==> src/rtl/keypad_pkg.sv <==
// Shared types, key indices and helpers for the keypad number entry block.
// Optional backspace key is enabled by defining KEYPAD_BACKSPACE_EN.
package keypad_pkg;

`ifdef KEYPAD_BACKSPACE_EN
    localparam int unsigned NUM_KEYS = 13;
`else
    localparam int unsigned NUM_KEYS = 12;
`endif

    localparam int unsigned KEY_ZERO      = 0;
    localparam int unsigned KEY_ONE       = 1;
    localparam int unsigned KEY_TWO       = 2;
    localparam int unsigned KEY_THREE     = 3;
    localparam int unsigned KEY_FOUR      = 4;
    localparam int unsigned KEY_FIVE      = 5;
    localparam int unsigned KEY_SIX       = 6;
    localparam int unsigned KEY_SEVEN     = 7;
    localparam int unsigned KEY_EIGHT     = 8;
    localparam int unsigned KEY_NINE      = 9;
    localparam int unsigned KEY_CLEAR     = 10;
    localparam int unsigned KEY_ENTER     = 11;
    localparam int unsigned KEY_BACKSPACE = 12;

    typedef logic [3:0] digit_t;

    typedef enum logic [1:0] {
        IDLE,
        DEBOUNCE,
        COMMIT,
        WAIT_RELEASE
    } state_t;

    // Digit keys occupy bits 0..9, so the set bit index is the digit value.
    function automatic digit_t onehot_to_digit(input logic [9:0] onehot);
        digit_t d;
        d = '0;
        for (int unsigned i = 0; i < 10; i++) begin
            if (onehot[i]) begin
                d = 4'(i);
            end
        end
        return d;
    endfunction

endpackage

==> src/rtl/key_debouncer.sv <==
// Single-key debouncer: accepts a one-hot key after DEBOUNCE_CYCLES stable samples,
// flags it for one COMMIT cycle, then waits for all keys to be released.
module key_debouncer
    import keypad_pkg::*;
#(
    parameter int unsigned DEBOUNCE_CYCLES = 3
) (
    input  logic                clk,
    input  logic                rst_n,
    input  logic [NUM_KEYS-1:0] keys,
    output logic                accept,
    output logic [NUM_KEYS-1:0] key_code,
    output logic                busy
);

    localparam int unsigned CNT_W = (DEBOUNCE_CYCLES > 1) ? $clog2(DEBOUNCE_CYCLES) : 1;
    localparam logic [CNT_W-1:0] CNT_LAST = CNT_W'(DEBOUNCE_CYCLES - 1);

    state_t              state_q, state_d;
    logic [NUM_KEYS-1:0] key_q, key_d;
    logic [CNT_W-1:0]    cnt_q, cnt_d;
    logic                accept_q, accept_d;
    logic                busy_q, busy_d;
    logic                single_c;

    assign single_c = ($countones(keys) == 1);

    always_comb begin
        state_d = state_q;
        key_d   = key_q;
        cnt_d   = cnt_q;
        case (state_q)
            IDLE: begin
                if (single_c) begin
                    key_d   = keys;
                    cnt_d   = '0;
                    state_d = DEBOUNCE;
                end
            end
            DEBOUNCE: begin
                // Any deviation from the captured key abandons the press silently.
                if (keys == key_q) begin
                    if (cnt_q == CNT_LAST) begin
                        state_d = COMMIT;
                    end else begin
                        cnt_d = cnt_q + CNT_W'(1);
                    end
                end else begin
                    state_d = IDLE;
                end
            end
            COMMIT: begin
                state_d = WAIT_RELEASE;
            end
            WAIT_RELEASE: begin
                if (keys == '0) begin
                    state_d = IDLE;
                end
            end
            default: begin
                state_d = IDLE;
            end
        endcase
        accept_d = (state_d == COMMIT);
        busy_d   = (state_d != IDLE);
    end

    always_ff @(posedge clk or negedge rst_n) begin
        if (!rst_n) begin
            state_q  <= IDLE;
            key_q    <= '0;
            cnt_q    <= '0;
            accept_q <= 1'b0;
            busy_q   <= 1'b0;
        end else begin
            state_q  <= state_d;
            key_q    <= key_d;
            cnt_q    <= cnt_d;
            accept_q <= accept_d;
            busy_q   <= busy_d;
        end
    end

    assign accept   = accept_q;
    assign key_code = key_q;
    assign busy     = busy_q;

endmodule

==> src/rtl/keypad_number_entry.sv <==
// Decimal number entry from a 10-key pad with CLEAR/ENTER; commits debounced keys
// into number/result. Define KEYPAD_BACKSPACE_EN to add the backspace key.
module keypad_number_entry
    import keypad_pkg::*;
#(
    parameter int unsigned NUMBER_WIDTH    = 16,
    parameter int unsigned MAX_DIGITS      = 4,
    parameter int unsigned DEBOUNCE_CYCLES = 3
) (
    input  logic                                 clk,
    input  logic                                 rst_n,
    input  logic                                 zero,
    input  logic                                 one,
    input  logic                                 two,
    input  logic                                 three,
    input  logic                                 four,
    input  logic                                 five,
    input  logic                                 six,
    input  logic                                 seven,
    input  logic                                 eight,
    input  logic                                 nine,
    input  logic                                 clear,
    input  logic                                 enter,
`ifdef KEYPAD_BACKSPACE_EN
    input  logic                                 backspace,
`endif
    output logic [NUMBER_WIDTH-1:0]              number,
    output logic [$clog2(MAX_DIGITS+1)-1:0]      digit_count,
    output logic                                 overflow,
    output logic                                 busy,
    output logic [NUMBER_WIDTH-1:0]              result,
    output logic                                 result_valid,
    output logic                                 result_error
);

    localparam int unsigned NW    = NUMBER_WIDTH;
    localparam int unsigned DC_W  = $clog2(MAX_DIGITS + 1);
    localparam int unsigned EXT_W = NUMBER_WIDTH + 4;
    localparam logic [EXT_W-1:0] EXT_MAX = {4'b0000, {NUMBER_WIDTH{1'b1}}};

    logic [NUM_KEYS-1:0] keys_c;
    logic [NUM_KEYS-1:0] key_code;
    logic                accept;

    logic [NW-1:0]   number_q, number_d;
    logic [DC_W-1:0] dc_q, dc_d;
    logic            ovf_q, ovf_d;
    logic [NW-1:0]   result_q, result_d;
    logic            valid_q, valid_d;
    logic            error_q, error_d;

    digit_t          digit_c;
    logic [EXT_W-1:0] next_c;
    logic            lead_zero_c;

`ifdef KEYPAD_BACKSPACE_EN
    assign keys_c = {backspace, enter, clear, nine, eight, seven, six, five,
                     four, three, two, one, zero};
`else
    assign keys_c = {enter, clear, nine, eight, seven, six, five,
                     four, three, two, one, zero};
`endif

    key_debouncer #(
        .DEBOUNCE_CYCLES (DEBOUNCE_CYCLES)
    ) u_debouncer (
        .clk      (clk),
        .rst_n    (rst_n),
        .keys     (keys_c),
        .accept   (accept),
        .key_code (key_code),
        .busy     (busy)
    );

    // Widened so an out-of-range append is detected rather than wrapped.
    assign digit_c     = onehot_to_digit(key_code[KEY_NINE:KEY_ZERO]);
    assign next_c      = EXT_W'(number_q) * EXT_W'(10) + EXT_W'(digit_c);
    assign lead_zero_c = (number_q == '0) && (dc_q == '0) && (digit_c == '0);

    always_comb begin
        number_d = number_q;
        dc_d     = dc_q;
        ovf_d    = ovf_q;
        result_d = result_q;
        valid_d  = 1'b0;
        error_d  = 1'b0;
        if (accept) begin
            if (|key_code[KEY_NINE:KEY_ZERO]) begin
                if (!lead_zero_c) begin
                    if ((dc_q == DC_W'(MAX_DIGITS)) || (next_c > EXT_MAX)) begin
                        ovf_d = 1'b1;
                    end else begin
                        number_d = next_c[NW-1:0];
                        dc_d     = dc_q + DC_W'(1);
                    end
                end
            end else if (key_code[KEY_CLEAR]) begin
                number_d = '0;
                dc_d     = '0;
                ovf_d    = 1'b0;
            end else if (key_code[KEY_ENTER]) begin
                if (ovf_q) begin
                    error_d = 1'b1;
                end else begin
                    result_d = number_q;
                    valid_d  = 1'b1;
                end
                number_d = '0;
                dc_d     = '0;
                ovf_d    = 1'b0;
`ifdef KEYPAD_BACKSPACE_EN
            end else if (key_code[KEY_BACKSPACE]) begin
                number_d = number_q / NW'(10);
                if (dc_q != '0) begin
                    dc_d = dc_q - DC_W'(1);
                end
                ovf_d = 1'b0;
`endif
            end
        end
    end

    always_ff @(posedge clk or negedge rst_n) begin
        if (!rst_n) begin
            number_q <= '0;
            dc_q     <= '0;
            ovf_q    <= 1'b0;
            result_q <= '0;
            valid_q  <= 1'b0;
            error_q  <= 1'b0;
        end else begin
            number_q <= number_d;
            dc_q     <= dc_d;
            ovf_q    <= ovf_d;
            result_q <= result_d;
            valid_q  <= valid_d;
            error_q  <= error_d;
        end
    end

    assign number       = number_q;
    assign digit_count  = dc_q;
    assign overflow     = ovf_q;
    assign result       = result_q;
    assign result_valid = valid_q;
    assign result_error = error_q;

endmodule

==> config.mk <==
export PLATFORM = sky130hd
export DESIGN_NAME = keypad_number_entry
export DESIGN_NICKNAME = d
export VERILOG_FILES = /design/src/rtl/keypad_pkg.sv /design/src/rtl/key_debouncer.sv /design/src/rtl/keypad_number_entry.sv
export SDC_FILE = /design/constraint.sdc
export NUM_CORES = 1
export LEC_CHECK = 0
export ABC_AREA = 1
export CORE_ASPECT_RATIO = 0.5
export CORE_MARGIN = 2
export CORE_UTILIZATION = 53
export DETAILED_ROUTE_END_ITERATION = 10
export MAX_ROUTING_LAYER = met4
export PLACE_DENSITY_LB_ADDON = 0.15
export SKIP_CTS_REPAIR_TIMING = 1
export SLEW_MARGIN = 20
export SYNTH_ARGS = -nofsm -noshare
export SYNTH_HDL_FRONTEND = slang
export SYNTH_HIERARCHICAL = 1
export SYNTH_SLANG_ARGS = --single-unit
==> constraint.sdc <==
create_clock -name clk -period 6.82 [get_ports clk]
set_clock_uncertainty 0.1 [all_clocks]
set_input_delay 0.682 -clock clk [delete_from_list [all_inputs] [get_ports clk]]
set_output_delay 0.682 -clock clk [all_outputs]
set_load 0.05 [all_outputs]
# Word-level counts from Yosys, hierarchy flattened
# Index checks and enable logic that the tools add are counted.
op_classes:
  eq_ne: 14
  n_lt_le_gt_ge: 1
  n_mux: 43
  n_reduce_logical: 17
  multipliers: 1
  add_sub_neg: 14
  bitwise_logic: 3
op_table:
  columns: ["cell", "count"]
  rows:
  - ["$add A32 B32 Y32", 5]
  - ["$mux W16", 5]
  - ["$eq A32 B2 Y1 const B", 1]
  - ["$mux W4", 7]
  - ["$add A20 B4 Y20", 1]
  - ["$gt A20 B16 Y1 const B", 1]
  - ["$mul A16 B3 Y19 const B", 1]
  - ["$logic_not A16 Y1", 1]
  - ["$mux W1", 16]
  - ["$mux W2", 8]
  - ["$mux W3", 5]
  - ["$add A1 B1 Y2", 6]
  - ["$eq A12 B12 Y1", 1]
  - ["$logic_not A12 Y1", 1]
  - ["$reduce_and A4 Y1", 3]
  - ["$reduce_or A10 Y1", 1]
  - ["$eq A2 B2 Y1 const B", 4]
  - ["$pmux W2 S4", 1]
  - ["$ne A2 B1 Y1 const B", 3]
  - ["$ne A2 B2 Y1 const B", 3]
  - ["$reduce_and A5 Y1", 1]
  - ["$logic_not A4 Y1", 1]
  - ["$pmux W2 S2", 1]
  - ["$reduce_bool A2 Y1", 2]
  - ["other kinds (11)", 14]
word_totals:
  inputBits: 14
  out_inout_bits: 39
  word_cells: 104
  ff_bits: 56

# Logic depth before layout (Yosys ltp)
# Gate-level depths: netlist of the first run.
depth:
  word_depth: 15
  depth_mapped: 26
  depth_no_buf: 25

# Modules after synthesis
# Netlist of the first run, hierarchy kept.
by_module_without_submodules:
  columns: ["module", "seq_area_each_um2", "cells_per_inst", "instances", "area_each_um2"]
  rows:
  - ["keypad_number_entry", 950.9, 516, 1, 3483.3]
  - ["key_debouncer", 450.4, 166, 1, 1323.8]

# Least setup slack after synthesis of the first run
# OpenSTA, ideal clock, no wires.
synth_path:
  path_kind: "in2reg"
  startpoint: "in zero"
  endpoint: "reg u_debouncer.key_q[6], in the netlist u_debouncer/key_code[6]"
  setup_time_ns: 0.120
  n_path_buf: 1
  setup_slack_ns: 2.574
  required_ns: 6.600
  path_stages: 15
  arrival_ns: 4.026
  cell_sequence: "fa_1 -> fa_1 -> inv_1 -> fa_1 -> fa_1 -> inv_1 -> ha_1 -> inv_1 -> fa_1 -> nand2_1 -> nor2_1 -> o2111ai_4 -> buf_6 -> nand2_1 -> o21ai_2"
synth_between:
  elab_chain_len: 6
synth_rtl:
  columns: ["element", "line", "source"]
  rows:
  - ["start: declaration", "keypad_number_entry.sv:12", "input logic zero,"]
  - ["$add A1 B1 Y2 (implied by the code)", "key_debouncer.sv:26", "assign single_c = ($countones(keys) == 1);"]
  - ["$add A32 B32 Y32 (implied by the code) (3 in series)", "key_debouncer.sv:26", null]
  - ["$eq A32 B2 Y1", "key_debouncer.sv:26", null]
  - ["$reduce_and A2 Y1 (no line)", null, null]
  - ["end signal: assignment", "key_debouncer.sv:77", "key_q <= key_d;"]
  - ["end: declaration", "key_debouncer.sv:20", "logic [NUM_KEYS-1:0] key_q, key_d;"]
# Every way passes these cells.
# A chain may end at the register's enable or synchronous reset.

# Worst setup path in the final report of the first run
layout_path:
  startpoint: "in zero"
  endpoint: "reg u_debouncer.cnt_q[1]"
layout_between:
  elab_chain_len: 7
  word_cells_on_any_way: 9
  cone_classes: "add/sub: 4; eq/ne: 4; reduce/logical: 1"
layout_rtl:
  columns: ["element", "line", "source"]
  rows:
  - ["$add A1 B1 Y2 (implied by the code)", "key_debouncer.sv:26", null]
  - ["$add A32 B32 Y32 (implied by the code) (3 in series)", "key_debouncer.sv:26", null]
  - ["$eq A32 B2 Y1", "key_debouncer.sv:26", null]
  - ["$ne A2 B1 Y1 (no line)", null, null]
  - ["$reduce_and A4 Y1 (no line) *", null, null]
  - ["end signal: assignment", "key_debouncer.sv:78", "cnt_q <= cnt_d;"]
  - ["end: declaration", "key_debouncer.sv:21", "logic [CNT_W-1:0] cnt_q, cnt_d;"]
# Mark *: on every way between the ends. The rest lies on a longest branch, timed or not.

==> out/metrics.cfg, run 1 <==
[critical_path]
worstReg2RegEnd = number[4]$_DFFE_PN0P_
path_delay_family = adder cells
arrival_ns = 5.00
cpMostUsedCell = fa_1
rrSetupSlack_ns = 3.01
reg2regPathDepth = 23
required_ns = 6.90
worstPathMaxFanout = 26
crit_path_max_incr_delay_ns = 0.53
crit_slowest_cell = fa_1
end_kind = flop
cp-start-kind = input pin
critPathBufInv = 4
r2r_start = u_debouncer/key_code[9]$_DFFE_PN0P_
path_class = in -> reg
worstPathCellList = clkdlybuf4s50_1 > fa_1 > fa_1 > inv_1 > fa_1 > fa_1 > inv_1 > ha_1 > inv_1 > fa_1 > nand2_1 > nor2_1 > o2111ai_4 > nand2_4 > nand2_2 > nand2_1 > nand2_1

[power]
pwr-share-comb_pct = 33.4
p_int_uw = 723
leakage_uw = 0.00290
vdd_drop_max_mv = 0.144
power_frac_seq_pct = 37.8
clkPwrFrac_pct = 28.9
p_sw_share_pct = 35.6
power_switching_uw = 399
powerDensity_nw_per_um2 = 200

[hold_path]
min_to = result[10]$_DFFE_PN0P_
hp-class = reg -> reg
hold_start = result[10]$_DFFE_PN0P_
hold_depth = 2

[global_route]
gr-usage-met2_pct = 41.3
antenna_found_initial = 0
grt_pass1_wl_um = 19400
grt-busiest-layer = met2
grtUsageMet1_pct = 33.8
grt_pass1_vias = 4138
met3_usage_pct = 2.74
grt_max_degree = 57
grt_usage_pct = 24.9
gr-total-overflow = 0

[synthesis]
synth-main-ff-cell = dfrtp_1
synth_fp_nets = 744
synth_edf_count = 0
ys_top_cells_by_area = dfrtp_1 (29%), nand2_1 (17%), ha_1 (10%)
synth_area_sq_um = 4810
ys_warn_count = 6
synth-async-reset-ratio_pct = 100
synth_cells = 682
netlist.area_leader.share_pct = 29.2
synth.most_common_cell = nand2_1
synth-seq-cells = 56
synth_common_cells = nand2_1 (222), inv_1 (101), dfrtp_1 (56)
synth_top_cell_by_area = dfrtp_1
syn_avg_cell_area_sq_um = 7.05
ys_seq_area_share_pct = 29.2
synth.distinct_cells = 39

[clock_tree]
clkTransAtPathRegs_ns = 0.07
cts-root-buf = clkbuf_16
ctsHtreeMaxLevel = 2
cts_tree = done
numCtsBuffers = 5
clockBufferDepth = 2
cts_sinks = 56
clock_latency_ns = 0.29

[drt]
viasPerCell = 5.11
first_pass_iters = 4
wl_per_cell_um = 13.2
num_vias = 4346
routed_wirelength_um = 11200
drtIter0Drc = 179
drt.antenna.violating_nets = 0
drc = 0

[floorplan]
die_w_um = 139
ios = 53
start_util_pct = 54.8
num_rows = 24
die_y_um = 71.3
die_area_sq_um = 9890
core_sq_um = 8770

[final_layout]
nets = 796
multi_input_area_sq_um = 2910
ff_latch_area_sq_um = 1400
drive_gt1_share_pct = 11.7
antenna_cells = 0
postLayoutCoreUtil_pct = 63.9
syn2layout_area_growth_pct = 16.5
fillCellCount = 821

[timing]
final_hold_viol_count = 0
finalSetupViolations = 0
max_freq_ghz = 0.203
rsz0062_at_grt = no
period_share_pct = 72.2
slew_headroom_pct = 41.8
period_minus_slack_ns = 4.92
worst_slack_ns = 1.90
fin_hold_ws_ns = 0.374
tns_ns = 0
maxSlewViolCount = 0
worst_pin_slew_ns = 0.873

[job]
maxCapViolations = 0

[placed_design]
dp_slack_ns = 1.59
dp_hpwl_um = 9030
gp_congestion = 0.898
port_buffers = 52

[run_status]
status = completed

==> flip-flops by register name (all words and copies together) (netlist names) <==
signal / count
number: 16
result: 16
u_debouncer/key_code: 12
digit_count: 3
u_debouncer/cnt_q: 2
u_debouncer/state_q: 2
overflow: 1
result_error: 1
result_valid: 1
u_debouncer/accept: 1
u_debouncer/busy: 1
==> power groups by stage <==
stage               sequential, uW  clock (uW)  combinational, uW
global route                   432         345                431
detailed placement             429           0                374
floorplan                      416           0                308
global placement               427           0                357
finish                         424         324                375
CTS                            423         329                377
==> logic make-up after synthesis <==
family / Yosys count / share of synthesized area (%)
flops: 56 / 29.2
compound gates: 76 / 11.1
simple gates: 371 / 34.3
fa+ha+maj: 48 / 13.9
buf+inv: 124 / 10.3
xor+xnor: 7 / 1.28
==> worst max path at each step <==
stage / depth (start not counted) / start / endpoint
3_5_place_dp: 17 / zero / u_debouncer/cnt_q[1]$_DFFE_PN0P_
5_1_grt: 17 / one / u_debouncer/cnt_q[1]$_DFFE_PN0P_
4_1_cts: 17 / zero / u_debouncer/cnt_q[1]$_DFFE_PN0P_
2_1_floorplan: 15 / zero / u_debouncer/key_code[6]$_DFFE_PN0P_
3_3_place_gp: 17 / zero / u_debouncer/cnt_q[1]$_DFFE_PN0P_
6_report: 17 / zero / u_debouncer/cnt_q[1]$_DFFE_PN0P_
==> per-layer routing <==
layer  vias to the layer above  part of all wire (%)
met5                         -                     0
met3                         8                   3.1
li1                       2258                     -
met4                         0                  0.80
met1                      2008                    50
met2                        72                    46
==> layout by cell type (no fill, tap or decap), types with 2 or more instances in the layout <==
master	synthesis	final
nand2_1	222	222
inv_1	101	101
dfrtp_1	56	56
clkdlybuf4s50_1	0	51
nor2_1	47	47
ha_1	39	39
nand3_1	38	38
o21ai_2	25	25
o21ai_0	23	23
a21oi_1	21	21
nand2_2	15	15
inv_2	14	14
nand4_1	12	12
nor2_2	9	9
fa_1	9	9
nor3_1	7	7
xnor2_1	7	7
clkbuf_16	0	5
nor4_1	3	3
nor2_4	3	3
and2_1	2	2
o21bai_1	2	2
nor3b_1	2	2
nand2_4	2	2
and3_1	2	2
bufinv_16	0	2
==> metrics by stage <==
| step | cell area [sq um] | power [uW] | instances |
|---|---|---|---|
| after CTS | 5600 | 1130 | 851 |
| after floorplan | 4810 | 723 | 682 |
| final | 5600 | 1120 | 851 |
| after global placement | 5420 | 784 | 844 |
| after detailed placement | 5420 | 803 | 844 |
| after global routing | 5600 | 1210 | 851 |
==> worst register-to-register path: cells and delay by family, from the launching register on <==
family,cells,cell delay [ns]
adders and majority gates,2,0.60
AOI/OAI and AO/OA,3,0.52
DFF,1,0.44
and+or+nand+nor,14,1.78
buffers and inverters,4,0.31
==> area by class of cell <==
type,instances,share of cell area (%)
clock inverters,2,1.07
flip-flops and latches,56,25.0
clock buffers,5,2.23
well taps,117,2.61
multi-input cells,502,52.0
inverters,116,7.77
repair buffers,53,9.34
(Power assumes the default switching activity.)
==> inputs of run 2 (changes only) <==
- CORE_UTILIZATION: 53 -> 52
- clock period: 6.82 -> 4.2 ns (I/O delays scaled with it)
==> run 2 against run 1 <==
Net effect: sequential share of layout area fell by 0.43 points; flip-flop and latch count unchanged; wire length decreased by 0.54%; critical endpoint is now u_debouncer/cnt_q[0]$_DFFE_PN0P_.
==> out/metrics.cfg, run 2 (synthesized netlist as in run 1, its figures left out) <==
[power]
vdd_drop_max_mv = 0.231
leakage_uw = 0.00300
powerDensity_nw_per_um2 = 308
p_total_uw = 1760

[drt]
viasPerCell = 5.18
drc = 0
num_vias = 4473
drt.antenna.violating_nets = 0
drtIter0Drc = 207
routed_wirelength_um = 11200
first_pass_iters = 5
wl_per_cell_um = 12.9

[global_route]
grt_max_degree = 53
grt_usage_pct = 24.1
antenna_found_initial = 0
grt_pass1_wl_um = 19300
gr-total-overflow = 0
grt_pass1_vias = 4234

[critical_path]
path_class = in -> reg
crit_slowest_cell = fa_1
cp-start-kind = input pin
end_kind = flop
cpMostUsedCell = fa_1
arrival_ns = 4.13
required_ns = 4.29
crit_path_max_incr_delay_ns = 0.51
worstPathCellList = dlymetal6s2s_1 > fa_1 > fa_1 > inv_1 > fa_1 > fa_1 > inv_1 > ha_2 > inv_1 > fa_1 > nand2_1 > nor2_2 > o2111ai_4 > buf_12 > nand2_4 > nand2_2 > nand2_1 > nand2_1
worstPathMaxFanout = 6

[clock_tree]
clockBufferDepth = 2
cts-root-buf = clkbuf_16
cts_tree = done
cts_sinks = 56
ctsHtreeMaxLevel = 2
clkTransAtPathRegs_ns = 0.07
numCtsBuffers = 5
clock_latency_ns = 0.29

[hold_path]
hp-class = in -> async

[placed_design]
dp_slack_ns = -0.509
dp_hpwl_um = 8830
port_buffers = 52
gp_congestion = 0.930

[final_layout]
antenna_cells = 0
layout_commonest_cell = nand2_1
nets = 808
drive_gt1_share_pct = 13.3
fillCellCount = 819
syn2layout_area_growth_pct = 18.6
ff_latch_area_sq_um = 1400
multi_input_area_sq_um = 2920
postLayoutCoreUtil_pct = 64.6
final_cell_mix = nand2_1 (222), inv_1 (101), dfrtp_1 (56)

[floorplan]
die_y_um = 72.0
num_rows = 24
die_w_um = 140
core_sq_um = 8830
start_util_pct = 54.5
die_area_sq_um = 10100
ios = 53

[timing]
maxSlewViolCount = 0
worst_slack_ns = 0.159
finalSetupViolations = 0
rsz0062_at_grt = no
fin_hold_ws_ns = 0.367
max_freq_ghz = 0.247
period_share_pct = 96.2
worst_pin_slew_ns = 0.760
slew_headroom_pct = 49.3
final_hold_viol_count = 0
period_minus_slack_ns = 4.04

[run_status]
status = completed

[job]
maxCapViolations = 0

run 2: cell count changes in the layout (fill, tap and decap cells not counted), sizes merged:
cell / delta
buf: +11
clkdlybuf4s50: -6
dlymetal6s2s: +6
bufinv: -2
clkbuf: +1
clkinv: +1
clkinvlp: +1
dlygate4sd3: +1
run 2: final cells by class:
type,count,share of cell area [%]
Multi-Input combinational cell,502,51.2
Sequential cell,56,24.6
Inverter,116,7.64
Timing Repair Buffer,65,11.4
Clock buffer,6,2.26
Clock inverter,2,0.285
Tap cell,117,2.57
run 2: final timing paths:
path / startpoint / end / slack, ns / depth (start not counted)
worst max-delay path: three / u_debouncer/cnt_q[0]$_DFFE_PN0P_ / 0.16 / 18
worst min-delay path: rst_n / u_debouncer/key_code[4]$_DFFE_PN0P_ / 0.37 / 2
worst max register to register: u_debouncer/key_code[5]$_DFFE_PN0P_ / number[2]$_DFFE_PN0P_ / 0.38 / 23
worst min register to register: result[10]$_DFFE_PN0P_ / result[10]$_DFFE_PN0P_ / 0.37 / 2
max in group asynchronous: rst_n / result[4]$_DFFE_PN0P_ / 2.77 / 3
min in group clk: result[10]$_DFFE_PN0P_ / result[10]$_DFFE_PN0P_ / 0.37 / 2
run 2: power breakdown:
group	total, uW	internal [uW]	switching, uW
Sequential	681	602	79.2
Combinational	661	277	384
Clock	414	223	191
Total	1760	1100	654
run 2: critical path: cells and delay by family:
kind                     cells  cell delay, ns
adder cells (fa/ha/maj)      6            2.60
buffers and inverters        5            0.50
AND/OR/NAND/NOR              6            0.45
AO/OA/AOI/OAI                1            0.17
run 2: through the flow:
step | area, sq um | instances | setup TNS [ns]
detailed placement | 5510 | 855 | -7.32
floorplan | 4810 | 682 | 0
finish | 5700 | 864 | 0
CTS | 5660 | 863 | -2.52
global route | 5700 | 864 | 0
global placement | 5510 | 855 | -5.13
run 2: routing by layer:
layer  GRT usage (%)  wire length [um]  up-vias
met1            32.3              5470     2065
met2            40.3              5140      110
met5               -                 0        -
met3            2.51               437       15
met4            5.78               140        0
li1                -                 -     2283
